File: src/rtl/mips_pkg.sv
// Shared MIPS definitions: opcode/func encodings, PC source select,
// sequencer states and instruction classes.
package mips_pkg;

  localparam logic [5:0] OP_R_TYPE = 6'h00;
  localparam logic [5:0] OP_J      = 6'h02;
  localparam logic [5:0] OP_JAL    = 6'h03;
  localparam logic [5:0] OP_BEQ    = 6'h04;
  localparam logic [5:0] OP_BNE    = 6'h05;
  localparam logic [5:0] OP_BLEZ   = 6'h06;
  localparam logic [5:0] OP_BGTZ   = 6'h07;
  localparam logic [5:0] OP_ADDI   = 6'h08;
  localparam logic [5:0] OP_ADDIU  = 6'h09;
  localparam logic [5:0] OP_ANDI   = 6'h0C;
  localparam logic [5:0] OP_ORI    = 6'h0D;
  localparam logic [5:0] OP_XORI   = 6'h0E;
  localparam logic [5:0] OP_LB     = 6'h20;
  localparam logic [5:0] OP_LW     = 6'h23;
  localparam logic [5:0] OP_SB     = 6'h28;
  localparam logic [5:0] OP_SW     = 6'h2B;

  localparam logic [5:0] FN_JR      = 6'h08;
  localparam logic [5:0] FN_SYSCALL = 6'h0C;

  typedef enum logic [1:0] {
    PC_PLUS4  = 2'd0,
    PC_BRANCH = 2'd1,
    PC_JUMP   = 2'd2,
    PC_REG    = 2'd3
  } pc_src_t;

  typedef enum logic [2:0] {
    ST_BOOT,
    ST_FETCH,
    ST_DECODE,
    ST_EXEC,
    ST_MEM,
    ST_WB,
    ST_HALT
  } seq_state_t;

  typedef enum logic [3:0] {
    CL_ALU,
    CL_BRANCH,
    CL_J,
    CL_JAL,
    CL_JR,
    CL_LOAD,
    CL_STORE,
    CL_SYSCALL,
    CL_ILLEGAL
  } instr_class_t;

endpackage

File: src/rtl/mips_instr_class.sv
// Combinational opcode/func classifier, shared between the sequencer
// and the CU-side checks.
module mips_instr_class
  import mips_pkg::*;
(
  input  logic [5:0]   opcode,
  input  logic [5:0]   func,
  output instr_class_t iclass
);

  always_comb begin
    iclass = CL_ILLEGAL;
    case (opcode)
      OP_R_TYPE: begin
        if (func == FN_JR)           iclass = CL_JR;
        else if (func == FN_SYSCALL) iclass = CL_SYSCALL;
        else                         iclass = CL_ALU;
      end
      OP_J:                                     iclass = CL_J;
      OP_JAL:                                   iclass = CL_JAL;
      OP_BEQ, OP_BNE, OP_BLEZ, OP_BGTZ:         iclass = CL_BRANCH;
      OP_ADDI, OP_ADDIU, OP_ANDI, OP_ORI,
      OP_XORI:                                  iclass = CL_ALU;
      OP_LB, OP_LW:                             iclass = CL_LOAD;
      OP_SB, OP_SW:                             iclass = CL_STORE;
      default:                                  iclass = CL_ILLEGAL;
    endcase
  end

endmodule

File: src/rtl/mips_seq_ctrl.sv
// Multi-cycle MIPS sequencer: FETCH/DECODE/EXEC/MEM/WB stepping, memory
// handshakes with timeout, sticky halt status and retired-instruction count.
module mips_seq_ctrl
  import mips_pkg::*;
#(
  parameter int unsigned MEM_TIMEOUT = 16,
  parameter int unsigned CNT_W       = 32
) (
  input  logic             clk,
  input  logic             rst_n,
  input  logic [5:0]       opcode,
  input  logic [5:0]       func,
  input  logic             branch_cond,
  input  logic             imem_ready,
  input  logic             dmem_ready,
  output logic             imem_req,
  output logic             dmem_req,
  output logic             dmem_we,
  output logic             ir_write,
  output logic             pc_write,
  output logic [1:0]       pc_src,
  output logic             rf_write,
  output logic             halted,
  output logic             bus_error,
  output logic             illegal,
  output logic [CNT_W-1:0] retired
);

  localparam int unsigned WAIT_W = $clog2(MEM_TIMEOUT);
  localparam logic [WAIT_W-1:0] WAIT_LAST = WAIT_W'(MEM_TIMEOUT - 1);

  seq_state_t        state, state_nx;
  instr_class_t      iclass;
  pc_src_t           pc_sel;
  logic [WAIT_W-1:0] wait_cnt;
  logic              mem_wait, retire, set_bus_err, set_illegal;

  mips_instr_class u_class (
    .opcode (opcode),
    .func   (func),
    .iclass (iclass)
  );

  always_comb begin
    state_nx    = state;
    imem_req    = 1'b0;
    dmem_req    = 1'b0;
    dmem_we     = 1'b0;
    ir_write    = 1'b0;
    pc_write    = 1'b0;
    pc_sel      = PC_PLUS4;
    rf_write    = 1'b0;
    mem_wait    = 1'b0;
    retire      = 1'b0;
    set_bus_err = 1'b0;
    set_illegal = 1'b0;
    case (state)
      ST_BOOT: state_nx = ST_FETCH;
      ST_FETCH: begin
        imem_req = 1'b1;
        if (imem_ready) begin
          ir_write = 1'b1;
          pc_write = 1'b1;
          state_nx = ST_DECODE;
        end else begin
          mem_wait = 1'b1;
          if (wait_cnt == WAIT_LAST) begin
            set_bus_err = 1'b1;
            state_nx    = ST_HALT;
          end
        end
      end
      ST_DECODE: begin
        case (iclass)
          CL_J: begin
            pc_write = 1'b1;
            pc_sel   = PC_JUMP;
            retire   = 1'b1;
            state_nx = ST_FETCH;
          end
          CL_JAL: state_nx = ST_WB;
          CL_SYSCALL: begin
            retire   = 1'b1;
            state_nx = ST_HALT;
          end
          CL_ILLEGAL: begin
            set_illegal = 1'b1;
            state_nx    = ST_HALT;
          end
          default: state_nx = ST_EXEC;
        endcase
      end
      ST_EXEC: begin
        case (iclass)
          CL_BRANCH: begin
            if (branch_cond) begin
              pc_write = 1'b1;
              pc_sel   = PC_BRANCH;
            end
            retire   = 1'b1;
            state_nx = ST_FETCH;
          end
          CL_JR: begin
            pc_write = 1'b1;
            pc_sel   = PC_REG;
            retire   = 1'b1;
            state_nx = ST_FETCH;
          end
          CL_LOAD, CL_STORE: state_nx = ST_MEM;
          default:           state_nx = ST_WB;
        endcase
      end
      ST_MEM: begin
        dmem_req = 1'b1;
        dmem_we  = (iclass == CL_STORE);
        if (dmem_ready) begin
          if (iclass == CL_STORE) begin
            retire   = 1'b1;
            state_nx = ST_FETCH;
          end else begin
            state_nx = ST_WB;
          end
        end else begin
          mem_wait = 1'b1;
          if (wait_cnt == WAIT_LAST) begin
            set_bus_err = 1'b1;
            state_nx    = ST_HALT;
          end
        end
      end
      ST_WB: begin
        rf_write = 1'b1;
        // JAL's link write and jump share this cycle
        if (iclass == CL_JAL) begin
          pc_write = 1'b1;
          pc_sel   = PC_JUMP;
        end
        retire   = 1'b1;
        state_nx = ST_FETCH;
      end
      ST_HALT: state_nx = ST_HALT;
      default: state_nx = ST_BOOT;
    endcase
  end

  assign pc_src = pc_sel;
  assign halted = (state == ST_HALT);

  // Wait counter is zero whenever no request is stalled, so it is already
  // clear on entry to FETCH or MEM.
  always_ff @(posedge clk or negedge rst_n) begin
    if (!rst_n) begin
      state     <= ST_BOOT;
      wait_cnt  <= '0;
      retired   <= '0;
      bus_error <= 1'b0;
      illegal   <= 1'b0;
    end else begin
      state    <= state_nx;
      wait_cnt <= mem_wait ? wait_cnt + WAIT_W'(1) : '0;
      if (retire)      retired   <= retired + CNT_W'(1);
      if (set_bus_err) bus_error <= 1'b1;
      if (set_illegal) illegal   <= 1'b1;
    end
  end

endmodule

File: config.mk
export PLATFORM = sky130hd
export DESIGN_NAME = mips_seq_ctrl
export DESIGN_NICKNAME = d
export VERILOG_FILES = /design/src/rtl/mips_pkg.sv /design/src/rtl/mips_instr_class.sv /design/src/rtl/mips_seq_ctrl.sv
export SDC_FILE = /design/constraint.sdc
export NUM_CORES = 1
export LEC_CHECK = 0
export ABC_AREA = 1
export BUFFER_PORTS_ARGS = -buffer_cell sky130_fd_sc_hd__buf_4
export CAP_MARGIN = 20
export CELL_PAD_IN_SITES_DETAIL_PLACEMENT = 1
export CELL_PAD_IN_SITES_GLOBAL_PLACEMENT = 1
export CORE_MARGIN = 4
export CORE_UTILIZATION = 34
export CTS_CLUSTER_DIAMETER = 80
export DETAILED_ROUTE_END_ITERATION = 8
export HOLD_SLACK_MARGIN = 0.06
export PLACE_DENSITY_LB_ADDON = 0.25
export SETUP_SLACK_MARGIN = 0.02
export SLEW_MARGIN = 30
export SYNTH_ARGS = -nofsm -noshare
export SYNTH_HDL_FRONTEND = slang
export SYNTH_HIERARCHICAL = 1
export SYNTH_SLANG_ARGS = --single-unit
export TNS_END_PERCENT = 1
File: constraint.sdc
create_clock -name clk -period 2.06 [get_ports clk]
set_input_delay 0.515 -clock clk [delete_from_list [all_inputs] [get_ports clk]]
set_output_delay 0.515 -clock clk [all_outputs]
set_load 0.02 [all_outputs]
==> summary.md <==
| Metric | Value |
|---|---|
| Largest family of logic cells by synthesized area | `simple AND/OR/NAND/NOR gates` |
| Final worst-path cycle share | `121%` |
| Mapped Nets | `515` |
| Post-Layout Cell Count | `697` |
| Synth Area in Simple Gates | `49.0%` |
| Synth Area in Compound Gates | `3.33%` |
| Synthesized area | `0.00301 mm^2` |
| Vias | `3,458` |
| Clk_lat worst skew | `0.30 ns` |
| GP Congestion | `0.881` |
| Synth Area in Adders | `0.831%` |
| H-tree levels | `2` |
| Avg WL per Cell | `15.5 um` |
| Worst path slowest cell | `or2_1` |
| DR iter-0 viols | `90` |
| CTS Buf Count | `5` |
| Commonest cells after routing, fill and taps aside | `nand2_1, buf_4, nor2_1` |
| Leakage dissipation | `2.11 nW` |
| CP Cell Sequence | `buf_6 -> or2_1 -> nor2_1 -> nand2_1 -> nand3_2 -> inv_2 -> nand2_2 -> nor2_2 -> nand2_2 -> o21a_1 -> nand3b_1 -> buf_6` |
| Hold_buf cts | `0` |
| Diode count | `0` |
| Outcome | `finished with violations` |
| Clock Sink Count | `41` |
| Clk slew on worst S/H paths | `0.10 ns` |
| Synth Instances | `496` |
| Fin crit period | `2.49 ns` |
| Comb pwr share | `40.2%` |
| Worst Setup End Kind | `primary output` |
| Post-synthesis register bit count | `41` |
| Crit-path leading delay family | `simple AND/OR/NAND/NOR gates` |
| # rows | `34` |
| Fin. Hold Viols | `0` |
| Max-slew violation count | `0` |
| Worst slew pin tran | `0.554 ns` |
| XOR/XNOR share of the synthesized area | `4.07%` |
| Maximum capacitance violations | `0` |
| Reg2reg end | `retired[22]` |
| Peak supply drop | `0.489 mV` |
| Final WS setup | `-0.427 ns` |
| TritonCTS clock tree | `built` |
| Mux cell area share after synthesis | `0%` |
| Core area | `0.00868 mm^2` |
| Commonest non-fill, non-tap cell in the layout | `nand2_1` |
| Max Freq | `0.402 GHz` |
| Sequential Power Share | `36.7%` |
| Vias in the first global route | `3,714` |
| Distinct cells, synth | `30` |
| Fin nets | `607` |
| R2R depth | `11` |
| Initial antenna violation count | `0` |
| Sequential area share after synthesis | `34.1%` |
| Design area | `0.00417 mm^2` |
| CTS Root Cell | `clkbuf_8` |
| Clock tree buffer depth | `2` |
| Largest cells by area after synthesis | `dfrtp_1, nand2_1, nor2_1` |
| RSZ-0062 raised after global routing | `true` |
| I/O Buffers | `59` |
| Share of cells above drive strength 1 | `27.0%` |
| Area share of the largest cell type after synthesis | `34.1%` |
| R2r startpoint | `state[0]` |
| Total chip power | `0.00297 W` |
| Final setup vio count | `37` |
| Failing checks | `setup timing` |
| WL final | `10,800 um` |
| Largest area contributor in the netlist | `dfrtp_1` |
| Sw frac | `41.5%` |
| Power per cell area | `713 mW/mm^2` |
| Internal | `0.00174 W` |
| NetSw | `0.00123 W` |
| Die Y | `102 um` |
| Total track usage | `21.7%` |
| Flop2flop setup slack | `0.14 ns` |
| Ys Warns | `6` |
| Drt first pass iters | `4` |
| Tightest Hold Check Type | `in2async` |
| Clock skew | `0.0126 ns` |
| Crit Path Max Fanout | `4` |
| Die area | `0.0104 mm^2` |
| Mean area per synthesized cell | `6.07 um^2` |
| Placed Instances | `670` |
| Pin count of the biggest net entering global routing | `42` |
| Crit Path Category | `in2out` |
| Worst EP required | `1.54 ns` |
| Starting Density | `34.7%` |
| Worst Setup Start Kind | `input port` |
| First-pass GRT wire length | `18,000 um` |
| Post-DP Area | `0.00370 mm^2` |
| CP peak stage delay | `0.25 ns` |
| Crit path buf inv count | `3` |
| Final core utilization | `48.0%` |
| I/O pin count | `60` |
| Die Width | `102 um` |
| GRT overflow | `0` |
| DP HPWL | `7450 um` |
| Clk pwr share | `23.0%` |
| Layout area overhead | `38.4%` |
| Vias/cell | `4.96` |
| Relative slew margins | `63.1%` |
| Drt drc | `0` |
| Crit path DAT | `1.97 ns` |
| Antenna violation net count after detailed routing | `0` |
-- power by group through the flow --
| stage | sequential [W] | clock [W] | combinational (W) |
|---|---|---|---|
| finish | 0.00109 | 0.000684 | 0.00120 |
| global route | 0.00112 | 0.000739 | 0.00131 |
| CTS | 0.00109 | 0.000702 | 0.00115 |
| detailed placement | 0.00110 | 0 | 0.00109 |
| global placement | 0.00110 | 0 | 0.00106 |
| floorplan | 0.00116 | 0 | 0.000602 |
-- Yosys cell counts --
master    instances
nand3_2           2
o31ai_1           1
dfrtp_1          41
o21bai_1          1
nand3b_2          1
inv_2             5
o21ai_0           8
a31oi_1           2
nand2_1         227
inv_1            51
nand3_1          33
ha_1              2
nor3_1            2
nand4_1           3
nor2_2            5
xnor2_1           4
nor2_1           77
a31o_2            1
buf_4             3
nor2_4            1
o22ai_1           1
nor3_4            1
xor2_1           10
buf_6             2
nand2_2           6
o21a_1            1
a21oi_1           2
buf_2             1
or2_1             1
nand3b_1          1
-- sequential cells by signal, summed over array words and instances (netlist names) --
signal     cells
bus_error      1
wait_cnt       4
illegal        1
state          3
retired       32
-- cells by family after synthesis --
kind of cell             count (synthesis)
AND/OR/NAND/NOR                        360
buffers and inverters                   62
flip-flops                              41
AO/OA/AOI/OAI                           17
XOR/XNOR                                14
adder cells (fa/ha/maj)                  2
-- through the flow --
| step | setup slack (ns) | setup TNS (ns) | hold slack, ns |
|---|---|---|---|
| after floorplan | -0.0439 | -0.0439 | 0.219 |
| after global placement | -0.430 | -13.75 | 0.455 |
| after detailed placement | -0.569 | -16.52 | 0.463 |
| after CTS | -0.275 | -2.37 | 0.214 |
| after global routing | -0.538 | -11.36 | 0.232 |
| final | -0.427 | -6.70 | 0.196 |
-- routing by layer --
layer | up-vias | wire length, um | GRT usage [%]
met1 | 1679 | 4640 | 26.5
met4 | 0 | 181 | 4.94
met5 | - | 0 | 0
met3 | 16 | 349 | 3.00
met2 | 62 | 5660 | 40.1
li1 | 1701 | - | -
-- timing repair --
item                       CTS  global route
pin swaps                   17            23
setup buffers               15             3
setup endpoints to repair   36            39
gates resized for setup     42            17
gates cloned                 1             0
-- worst max-delay path by stage --
stage / start / end / slack [ns] / cells after the start
floorplan: opcode[0] / pc_write / -0.04 / 10
global placement: opcode[1] / retired[2] / -0.43 / 11
detailed placement: opcode[5] / retired[2] / -0.57 / 13
CTS: opcode[2] / pc_write / -0.27 / 10
global route: opcode[3] / pc_write / -0.54 / 13
finish: func[4] / pc_write / -0.43 / 12
-- cell type report --
type                       count  area (um^2)
clock buffer                   5         68.8
inverter                      56          213
fill                        1173         4510
multi-input combinational    394         1930
clock inverter                 3         46.3
timing repair buffer          90          749
tap                          108          135
sequential                    41         1030
Power figures use the tool's default switching activity.
